**src/rtl/uart_boot_loader.sv**
```systemverilog
// UART boot loader: parses A5/len/payload/checksum frames from uart_rx and
// streams little-endian 32-bit words into the ICCM, holding the core in reset meanwhile.
module uart_boot_loader #(
    parameter int unsigned AddrWidth     = 12,
    parameter int unsigned MaxWords      = 4096,
    parameter int unsigned TimeoutCycles = 1000000,
    parameter logic [7:0]  SyncByte      = 8'hA5
) (
    input  logic                 clock,
    input  logic                 reset,
    input  logic                 rx_dv_i,
    input  logic [7:0]           rx_byte_i,
    output logic                 we_o,
    output logic [AddrWidth-1:0] addr_o,
    output logic [31:0]          wdata_o,
    output logic                 hold_o,
    output logic                 done_o,
    output logic                 err_o,
    output logic [AddrWidth:0]   words_o
);

    localparam int unsigned WIDX = AddrWidth + 1;
    localparam int unsigned TW   = (TimeoutCycles > 1) ? $clog2(TimeoutCycles) : 1;
    localparam logic [TW-1:0] TmoLast = TW'(TimeoutCycles - 1);

    typedef enum logic [2:0] {IDLE, LEN_LO, LEN_HI, DATA, CSUM} state_t;

    state_t               state_q, state_d;
    logic [15:0]          len_q, len_d;
    logic [7:0]           csum_q, csum_d;
    logic [1:0]           bidx_q, bidx_d;
    logic [23:0]          word_q, word_d;
    logic [WIDX-1:0]      words_q, words_d;
    logic [TW-1:0]        tmo_q, tmo_d;
    logic                 we_q, we_d;
    logic [AddrWidth-1:0] addr_q, addr_d;
    logic [31:0]          wdata_q, wdata_d;
    logic                 hold_q, hold_d;
    logic                 done_q, done_d;
    logic                 err_q, err_d;

    logic                 fail;
    logic [7:0]           csum_add;
    logic [15:0]          len_full;
    logic [WIDX-1:0]      words_inc;

    always_comb begin
        state_d   = state_q;
        len_d     = len_q;
        csum_d    = csum_q;
        bidx_d    = bidx_q;
        word_d    = word_q;
        words_d   = words_q;
        tmo_d     = tmo_q;
        we_d      = 1'b0;
        addr_d    = addr_q;
        wdata_d   = wdata_q;
        hold_d    = hold_q;
        done_d    = done_q;
        err_d     = err_q;
        fail      = 1'b0;
        csum_add  = csum_q + rx_byte_i;
        len_full  = {rx_byte_i, len_q[7:0]};
        words_inc = words_q + WIDX'(1);

        // A byte arriving on the terminal count wins over the timeout.
        if (state_q != IDLE) begin
            if (rx_dv_i)                tmo_d = '0;
            else if (tmo_q == TmoLast)  fail  = 1'b1;
            else                        tmo_d = tmo_q + TW'(1);
        end

        if (rx_dv_i) begin
            case (state_q)
                IDLE: begin
                    if (rx_byte_i == SyncByte) begin
                        state_d = LEN_LO;
                        done_d  = 1'b0;
                        err_d   = 1'b0;
                        words_d = '0;
                        csum_d  = '0;
                        hold_d  = 1'b1;
                        tmo_d   = '0;
                    end
                end
                LEN_LO: begin
                    len_d[7:0] = rx_byte_i;
                    csum_d     = csum_add;
                    state_d    = LEN_HI;
                end
                LEN_HI: begin
                    len_d  = len_full;
                    csum_d = csum_add;
                    if (len_full == 16'd0 || 32'(len_full) > MaxWords) begin
                        fail = 1'b1;
                    end else begin
                        state_d = DATA;
                        words_d = '0;
                        bidx_d  = '0;
                    end
                end
                DATA: begin
                    csum_d = csum_add;
                    bidx_d = bidx_q + 2'd1;
                    case (bidx_q)
                        2'd0: word_d[7:0]   = rx_byte_i;
                        2'd1: word_d[15:8]  = rx_byte_i;
                        2'd2: word_d[23:16] = rx_byte_i;
                        default: begin
                            we_d    = 1'b1;
                            addr_d  = words_q[AddrWidth-1:0];
                            wdata_d = {rx_byte_i, word_q};
                            words_d = words_inc;
                            if (words_inc == WIDX'(len_q)) state_d = CSUM;
                        end
                    endcase
                end
                CSUM: begin
                    if (csum_add == 8'd0) begin
                        done_d  = 1'b1;
                        hold_d  = 1'b0;
                        state_d = IDLE;
                    end else begin
                        fail = 1'b1;
                    end
                end
                default: state_d = IDLE;
            endcase
        end

        // Written words stay in place; only the status reflects the failure.
        if (fail) begin
            err_d   = 1'b1;
            done_d  = 1'b0;
            hold_d  = 1'b1;
            state_d = IDLE;
            tmo_d   = '0;
        end
    end

    always_ff @(posedge clock) begin
        if (reset) begin
            state_q <= IDLE;
            len_q   <= '0;
            csum_q  <= '0;
            bidx_q  <= '0;
            word_q  <= '0;
            words_q <= '0;
            tmo_q   <= '0;
            we_q    <= 1'b0;
            addr_q  <= '0;
            wdata_q <= '0;
            hold_q  <= 1'b0;
            done_q  <= 1'b0;
            err_q   <= 1'b0;
        end else begin
            state_q <= state_d;
            len_q   <= len_d;
            csum_q  <= csum_d;
            bidx_q  <= bidx_d;
            word_q  <= word_d;
            words_q <= words_d;
            tmo_q   <= tmo_d;
            we_q    <= we_d;
            addr_q  <= addr_d;
            wdata_q <= wdata_d;
            hold_q  <= hold_d;
            done_q  <= done_d;
            err_q   <= err_d;
        end
    end

    assign we_o    = we_q;
    assign addr_o  = addr_q;
    assign wdata_o = wdata_q;
    assign hold_o  = hold_q;
    assign done_o  = done_q;
    assign err_o   = err_q;
    assign words_o = words_q;

endmodule

```
**config.mk**
```make
export PLATFORM = sky130hd
export DESIGN_NAME = uart_boot_loader
export DESIGN_NICKNAME = d
export VERILOG_FILES = /design/src/rtl/uart_boot_loader.sv
export SDC_FILE = /design/constraint.sdc
export NUM_CORES = 1
export LEC_CHECK = 0
export ABC_AREA = 1
export CAP_MARGIN = 20
export CORE_UTILIZATION = 45
export CTS_CLUSTER_DIAMETER = 30
export CTS_CLUSTER_SIZE = 24
export DETAILED_ROUTE_END_ITERATION = 8
export PLACE_DENSITY = 0.7
export SETUP_SLACK_MARGIN = 0.5
export SYNTH_ARGS = -nofsm -noshare
export SYNTH_HDL_FRONTEND = slang
export SYNTH_SLANG_ARGS = --single-unit
```
**constraint.sdc**
```tcl
create_clock -name clock -period 3.1 [get_ports clock]
set_input_delay 0.62 -clock clock [delete_from_list [all_inputs] [get_ports clock]]
set_output_delay 0.62 -clock clock [all_outputs]
set_load 0.01 [all_outputs]
```
### Yosys cells after proc, flatten, opt, wreduce, memory -nomap -nowiden

Index checks and enable logic that the tools add are counted.

| operators by class | value |
|---|---|
| muxes and demuxes | 39 |
| equality and inequality tests | 16 |
| add/subtract/negate cells | 4 |
| bitwise gates (word level) | 3 |
| reductions and logical operators | 31 |
| magnitude comparators | 1 |

Operators with widths:

| operator | count |
|---|---|
| 20-bit 2-to-1 mux | 6 |
| 13-bit 2-to-1 mux | 3 |
| 13-bit case mux with 3 select lines | 1 |
| 3-bit AND reduction | 7 |
| 20-bit by 1-bit adder with 20-bit output (second input constant) | 1 |
| 20-bit == test (second input constant) | 1 |
| 16-bit by 13-bit greater-than comparator with 1-bit output (second input constant) | 1 |
| 16-bit logical NOT | 1 |
| 1-bit 2-to-1 mux | 16 |
| 8-bit case mux with 2 select lines | 1 |
| 3-bit 2-to-1 mux | 5 |
| 3-bit case mux with 5 select lines | 1 |
| 13-bit by 1-bit adder with 13-bit output (second input constant) | 1 |
| 13-bit == test | 1 |
| 2-bit nonzero test | 6 |
| 2-bit != test (second input constant) | 5 |
| 3-bit nonzero test | 3 |
| 3-bit OR reduction | 3 |
| 8-bit adder | 1 |
| 8-bit == test (second input constant) | 1 |
| 8-bit logical NOT | 1 |
| 8-bit 2-to-1 mux | 1 |
| 4-bit AND reduction | 2 |
| 3-bit by 2-bit == test with 1-bit output (second input constant) | 2 |
| 17 further kinds | 23 |

| storage, ports and cells | value |
|---|---|
| bits in registers | 131 |
| word-level logic and storage cells | 110 |
| bits of input ports | 11 |

### Longest topological paths before layout

Gate-level depths: netlist of the first run.

| logic depth | value |
|---|---|
| depth after elaboration | 9 |
| gate-level depth with buffers | 16 |
| gate-level depth less buffers | 16 |

### Least setup slack after synthesis of the first run

OpenSTA, ideal clock, no wires.

| timing | value |
|---|---|
| path kind | input to register |
| start point | input rx_byte_i[0] |
| end point | register tmo_q[15] |
| setup slack | 0.641 ns |
| stages on the path | 16 |
| data arrival time | 2.397 ns |
| cells stage by stage | ha_1 -> fa_1 -> nand2_1 -> nand3_1 -> nand4_1 -> nand2_1 -> nand2_1 -> nand2_1 -> nor2_1 -> nand2_1 -> nand2_2 -> nand2_2 -> a21oi_4 -> nand2_4 -> buf_6 -> nor2_2 |

| between the ends | value |
|---|---|
| word-level cells in the longest chain between the ends | 6 |
| elaborated cells between the ends (all ways) | 14 |
| those cells by class | add/sub (1); order compare (1); eq/ne (1); mux (7); reduce/logical (4) |

Ends and longest elaborated chain:

| element | RTL line | text |
|---|---|---|
| start, declared | 12 | `input logic [7:0] rx_byte_i,` |
| 8-bit adder, or another cell as far along | 62 | `csum_add = csum_q + rx_byte_i;` |
| 8-bit logical NOT or 1-bit logical OR (tied branches) | 119, 94 |  |
| 1-bit 2-to-1 mux (on tied branches) | 119, 94 |  |
| 1-bit case mux with 2 select lines | 74 | `case (state_q)` |
| 1-bit 2-to-1 mux | 73 | `if (rx_dv_i) begin` |
| 2-bit OR reduction (no line) | - |  |
| end signal, assigned | 163 | `tmo_q <= tmo_d;` |
| end, declared | 34 | `logic [TW-1:0] tmo_q, tmo_d;` |

Several ways; a longest one is shown, not always the timed one.
A chain may end at the register's enable or synchronous reset.

### Worst setup path in the final report of the first run

| timing | value |
|---|---|
| start point | input rx_byte_i[4] |
| end point | register tmo_q[19] |

The elaborated chain is that of the path after synthesis.

==> metrics.cfg, run 1 <==
[grt]
track_usage = 0.2274
grtUsageMet1 = 0.3034
grt_pass1_vias = 5385
met2_usage = 0.3601
grt_pass1_wl_um = 25680
use_met3 = 0.05556
overflow = 0
top_usage_layer = met2
antenna_found_initial = 0
grt_max_degree = 92

[worst_setup_path]
rrSetupSlack_ns = 0.80
critPathKind = in -> reg
crit_fanout = 4
rr_endpoint = state_q[1]
cp.arrival_ns = 2.82
startpoint_type = input pin
r2r_cells = 13
r2r_start = words_o[1]
crit_start = rx_byte_i[4]
crit_path_end_kind = flip-flop
worst-endpoint-required_ns = 3.46

[clock_tree]
htreeDepth = 4
clkLatencyLatePin_ns = 0.42
cts_buffer_depth = 2
cts.clk_slew.worst_paths_ns = 0.06
tritoncts = done
cts_num_sinks = 131
cts_made_buffers = 17
root_buffer = clkbuf_16

[power_and_ir_drop]
max-vdd-ir-drop_mv = 0.4732
power_density_nw_per_um2 = 535.8
p_leak_nw = 3.165

[detailed_routing]
drt_iter0_markers = 442
ant_nets = 0
drc = 0
drt-total-wl_um = 15470
dr.pass1.iters = 6
dr_total_vias = 5855
routed_via_density = 5.140
wl_per_cell_um = 13.58

[yosys]
synth_top_area_share = 0.4244
synth_ff_type = dfxtp_1
synth-seq-area-share = 0.4244
ys_seq_elements = 131
async_flop_share = 0
synth.distinct_cells = 48
synthCells = 869
avgSynthCellArea_um2 = 7.111
synth_fp_nets = 894
synth_area_leaders = dfxtp_1 42%, nand2_1 8.6%, o21ai_0 8.4%, nor2_1 8.1%, a21oi_1 6.5%
yosysWarnings = 0
synth-edff-count = 0
yosysTopAreaCell = dfxtp_1
netlist_area_um2 = 6180

[final_layout]
drive_above_1_share = 0.1007
area_growth_pct = 27.35
diodes = 0
final_util = 0.5919
final_common_cell = nand2_1
fin_nets = 976
layout_common_cells = 142 x nand2_1, 133 x nor2_1, 131 x dfxtp_1

[sta]
worstMarginPinSlew_ns = 0.9580
relSlewSlack = 0.3613
max_freq_mhz = 406.2
setup_viol_count_final = 0
tns_ns = 0
fin_ws_ns = 0.6383
timing.final.crit_share = 0.7941
fin_worst_skew_ns = 0.006316
hold_viol = 0
period_needed_ns = 2.462
finalMaxSlewViolations = 0
rsz0062_at_grt = no

[flow_run]
maxCapViolations = 0

[floorplanning]
dieArea_um2 = 14210
die_w_um = 119.2
die_h_um = 119.2
ios = 72
start_util = 0.4648
rows = 42
fp.coreArea_um2 = 13300

[worst_hold_path]
hold_depth = 2
hold_class = reg -> reg
hold_start = err_o
hold_end = err_o

[placed_design]
dp_hpwl_um = 10570
place_congestion = 0.8815
post-place-ws_ns = 0.05227
portBuffers = 71

[run_status]
status = completed

## how the worst max path moves through the flow
stage                             to  depth (start not counted)  slack (ns)
after floorplan            tmo_q[15]                         16        0.64
after global routing      state_q[2]                         16        0.50
after CTS                  tmo_q[19]                         16        0.51
final                      tmo_q[19]                         16        0.64
after global placement      tmo_q[4]                         13        0.11
after detailed placement    tmo_q[2]                         16        0.05
## registers in the layout (all words and copies together) (netlist names)
signal / cells
bidx_q: 2
tmo_q: 20
done_o: 1
addr_o: 12
csum_q: 8
err_o: 1
state_q: 3
words_o: 13
len_q: 13
wdata_o: 32
hold_o: 1
word_q: 24
we_o: 1
## per-layer routing
layer / up-vias / wire length, um
li1: 3025 / -
met1: 2678 / 7592
met2: 137 / 7031
met3: 15 / 671
met4: 0 / 174
met5: - / 0
## critical path, stage by stage
cell             delay (ns)
clkdlybuf4s50_1        0.57
ha_4                   0.24
inv_1                  0.10
o21bai_2               0.10
a21boi_2               0.15
nand2_1                0.06
nand2_1                0.05
nand2_1                0.06
nor2_1                 0.12
nand2_1                0.09
nand2_2                0.08
nand2_2                0.07
a21oi_4                0.23
buf_6                  0.15
nand2_1                0.04
nor2_1                 0.08
## what timing repair did
action | in CTS | in global routing
setup endpoints to repair | 19 | 25
hold buffers | 0 | 0
pin swaps | 3 | 3
buffers inserted | 1 | 1
gates resized for setup | 4 | 12
## kinds of logic after synthesis
logic type	synth area share
compound gates	0.1727
xor+xnor	0.01964
fa+ha+maj	0.02956
buf+inv	0.07896
flops	0.4244
mux	0.001620
simple gates	0.2731
## power breakdown
| group | total [mW] | internal, mW | switching (mW) |
|---|---|---|---|
| registers | 1.74 | 1.71 | 0.0282 |
| clock network | 2.12 | 1.35 | 0.768 |
| logic | 0.359 | 0.133 | 0.225 |
## cell type report
class                   count  area [um^2]
fillers                  1263         5425
flip-flops and latches    131         2623
clock buffers              21        480.5
well taps                 176        220.2
inverters                  89        334.1
multi-input cells         617         3132
clock inverters            10        146.4
repair buffers             95        934.6
## cells in the mapped netlist, types with 2 or more instances
cell type and number:
a21oi_1 80, inv_2 5, buf_4 4, o21bai_2 2, nor2_4 2, nand2_1 142, nor3_1 9, nand3_1 58
ha_1 13, o22ai_1 2, nand4_1 16, nand2_2 4, inv_1 83, o21ai_0 104, xnor2_1 2, nor2_1 133
o211ai_1 2, clkbuf_1 17, nor3b_1 2, dfxtp_1 131, buf_2 9, nor2_2 11, a211oi_1 2, nor4_1 3
xor2_1 10
## per-stage QoR
step	cells	hold WS, ns	instance area [um^2]	power [mW]
2_1_floorplan	869	0.4443	6180	1.995
3_3_place_gp	1106	0.4565	7147	2.120
3_5_place_dp	1106	0.4588	7147	2.123
4_1_cts	1138	0.4692	7799	4.239
5_1_grt	1139	0.4955	7870	4.369
6_report	1139	0.4699	7870	4.217
Note: power is estimated with default switching activity, not from simulation.
==> run 2: changes to the inputs <==
--- a/config.mk
+++ b/config.mk
@@ -11,7 +11,7 @@
 export CTS_CLUSTER_DIAMETER = 30
 export CTS_CLUSTER_SIZE = 24
 export DETAILED_ROUTE_END_ITERATION = 8
-export PLACE_DENSITY = 0.7
+export PLACE_DENSITY = 0.73
 export SETUP_SLACK_MARGIN = 0.5
 export SYNTH_ARGS = -nofsm -noshare
 export SYNTH_HDL_FRONTEND = slang
==> constraint.sdc (replaced) <==
create_clock -name clock -period 2.1 [get_ports clock]
set_input_delay 0.42 -clock clock [delete_from_list [all_inputs] [get_ports clock]]
set_output_delay 0.42 -clock clock [all_outputs]
set_load 0.01 [all_outputs]
==> run 2 against run 1 <==
Compared with the run above: clock skew up 0.00089 ns; clock power up 43%; sequential power up 48%; wire length up 15%; count of clock-buffer cells in the layout down 2; critical endpoint is now state_q[2]; cell count up 6.0%; the flow now finishes with violations (setup timing).
==> metrics.cfg, run 2 (same netlist as run 1, synthesis figures left out) <==
[final_layout]
fin_nets = 1043  ; was 976
drive_above_1_share = 0.2367  ; was 0.1007
fillCellCount = 1097  ; was 1263
final_area_um2 = 8755  ; was 7870 um^2
layout_common_cells = 130 x nand2_1, 121 x nor2_1, 117 x dfxtp_1  ; was 142 x nand2_1, 133 x nor2_1, 131 x dfxtp_1
multi_input_area_um2 = 3447  ; was 3132 um^2
final-seq-area_um2 = 2648  ; was 2623 um^2
diodes = 0  ; unchanged
area_growth_pct = 41.67  ; was 27.35%
final_util = 0.6585  ; was 0.5919
largest_reg_flops = 32  ; unchanged
final_common_cell = nand2_1  ; unchanged

[flow_run]
maxCapViolations = 0  ; unchanged

[grt]
antenna_found_initial = 1  ; was 0
grt_max_degree = 92  ; unchanged
grt_pass1_vias = 5590  ; was 5385
track_usage = 0.2343  ; was 0.2274
overflow = 0  ; unchanged
grt_pass1_wl_um = 26630  ; was 25680 um

[clock_tree]
clkLatencyLatePin_ns = 0.42  ; about the same
cts.clk_slew.worst_paths_ns = 0.06  ; about the same
root_buffer = clkbuf_16  ; unchanged
tritoncts = done  ; unchanged
cts_buffer_depth = 2  ; unchanged
cts_hold_buf = 0  ; unchanged
cts_num_sinks = 131  ; unchanged
htreeDepth = 4  ; unchanged
cts_made_buffers = 17  ; unchanged

[sta]
tns_ns = -2.252  ; was 0 ns
period_needed_ns = 2.229
max_freq_mhz = 448.6
rsz0062_at_grt = yes  ; was no
fin_ws_ns = -0.1290  ; was 0.6383 ns
setup_viol_count_final = 22  ; was 0
hold_viol = 0  ; unchanged
timing.final.crit_share = 1.061
worstMarginPinSlew_ns = 0.3658  ; was 0.9580 ns
relSlewSlack = 0.7552  ; was 0.3613
finalMaxSlewViolations = 0  ; unchanged
fin_worst_skew_ns = 0.007209  ; was 0.006316 ns

[detailed_routing]
drc = 0  ; unchanged
dr_total_vias = 6412  ; was 5855
routed_via_density = 5.312  ; was 5.140
wl_per_cell_um = 14.73  ; was 13.58 um
ant_nets = 0  ; unchanged
drt-total-wl_um = 17780  ; was 15470 um
drt_iter0_markers = 552  ; was 442
dr.pass1.iters = 5  ; was 6

[floorplanning]
start_util = 0.4648  ; unchanged
die_w_um = 119.2  ; unchanged
ios = 72  ; unchanged
dieArea_um2 = 14210  ; unchanged
fp.coreArea_um2 = 13300  ; unchanged
die_h_um = 119.2  ; unchanged
rows = 42  ; unchanged

[power_and_ir_drop]
seqPwrFrac = 0.408  ; was 0.412
internal_power_mw = 4.727  ; was 3.196 mW
p_sw_mw = 1.568  ; was 1.021 mW
pwr-share-clk = 0.482  ; was 0.502
pwr-share-comb = 0.109  ; was 0.085
power_density_nw_per_um2 = 719.0  ; was 535.8 nW/um^2
p_leak_nw = 3.776  ; was 3.165 nW
p_sw_frac = 0.2490  ; was 0.2421
p_total_mw = 6.295  ; was 4.217 mW
max-vdd-ir-drop_mv = 0.5621  ; was 0.4732 mV

[worst_setup_path]
rrSetupSlack_ns = -0.13  ; was 0.80 ns
crit_fanout = 5  ; was 4
rr_endpoint = state_q[2]  ; was state_q[1]
r2r_start = csum_q[0]  ; was words_o[1]
worst-endpoint-required_ns = 2.45  ; was 3.46 ns
crit_path_end_kind = flip-flop  ; unchanged
r2r_cells = 17  ; was 13
critPathKind = reg -> reg  ; was in -> reg
cp.arrival_ns = 2.58  ; was 2.82 ns
startpoint_type = flip-flop  ; was input pin

[placed_design]
post-place-ws_ns = -0.7767  ; was 0.05227 ns
portBuffers = 71  ; unchanged
dp_hpwl_um = 10590  ; was 10570 um
place_area_um2 = 7426  ; was 7147 um^2
place_congestion = 0.8491  ; was 0.8815

[run_status]
status = finished, violations left  ; was completed
violations = setup timing

[worst_hold_path]
hold_start = rx_byte_i[2]  ; was err_o
hold_class = in -> reg  ; was reg -> reg
hold_depth = 4  ; was 2
hold_end = len_q[10]  ; was err_o

## run 2: cell types whose count changed in the layout (fill, tap and decap cells not counted), moves of 14 or more
cell             delta
dfxtp_1            -14
clkdlybuf4s50_1    -63
dlygate4sd2_1      +59
o21ai_0            -16
buf_6              +19
buf_4              +37
o21ai_1            +14
## run 2: metal layers
layer	part of all wire	wire, um	track usage	vias to the layer above
li1	-	-	-	3190
met5	0.00073	13	0	-
met1	0.44	7848	0.3107	2930
met2	0.46	8198	0.3699	238
met4	0.030	534	0.09098	2
met3	0.067	1187	0.05077	52
## run 2: how the worst max path moves through the flow
stage	start	endpoint	slack [ns]	cells after the start
after CTS	csum_q[0]	state_q[2]	-0.06	17
after global routing	csum_q[0]	state_q[0]	-0.25	17
after floorplan	rx_byte_i[0]	tmo_q[15]	-0.12	13
after detailed placement	rx_byte_i[0]	tmo_q[6]	-0.78	14
after global placement	rx_byte_i[0]	tmo_q[1]	-0.69	13
final	csum_q[0]	state_q[2]	-0.13	17
## run 2: layout make-up
type / instances / area share
inverter: 89 / 0.04145
timing repair buffer: 156 / 0.1656
timing repair inverter: 2 / 0.001715
sequential: 131 / 0.3024
tap: 176 / 0.02515
clock inverter: 13 / 0.01815
multi-input combinational: 621 / 0.3937
clock buffer: 19 / 0.05174
## run 2: what timing repair did
item,CTS,global route
endpoints found under the setup margin,178,97
gates cloned,3,6
resized for setup,139,85
setup buffers,17,14
pin swaps,26,19
endpoints found under the hold margin,0,0
## run 2: through the flow
stage,hold WS [ns],cells
2_1_floorplan,0.4443,869
3_3_place_gp,0.4573,1135
3_5_place_dp,0.4614,1135
4_1_cts,0.4538,1187
5_1_grt,0.4291,1207
6_report,0.4103,1207
## run 2: power by group through the flow
| stage | Sequential [mW] | Clock, mW | Combinational (mW) |
|---|---|---|---|
| after floorplan | 2.62 | 0 | 0.339 |
| after global placement | 2.62 | 0 | 0.548 |
| after detailed placement | 2.62 | 0 | 0.553 |
| after CTS | 2.57 | 3.07 | 0.614 |
| after global routing | 2.57 | 3.21 | 0.746 |
| final | 2.57 | 3.04 | 0.689 |
## run 2: critical path, cell delays in order (launching register included)
cell and delay, ns:
dfxtp_2 0.33, ha_4 0.16, fa_2 0.39, nand2_2 0.09
nand3_2 0.07, nand2_1 0.07, nand2_1 0.07, nand2_1 0.08
nand3_2 0.08, nor2_2 0.10, nand2_2 0.08, nand2_4 0.08
nand2_4 0.06, a21oi_4 0.16, buf_6 0.12, buf_6 0.10
nand2_1 0.05, nor2_1 0.08
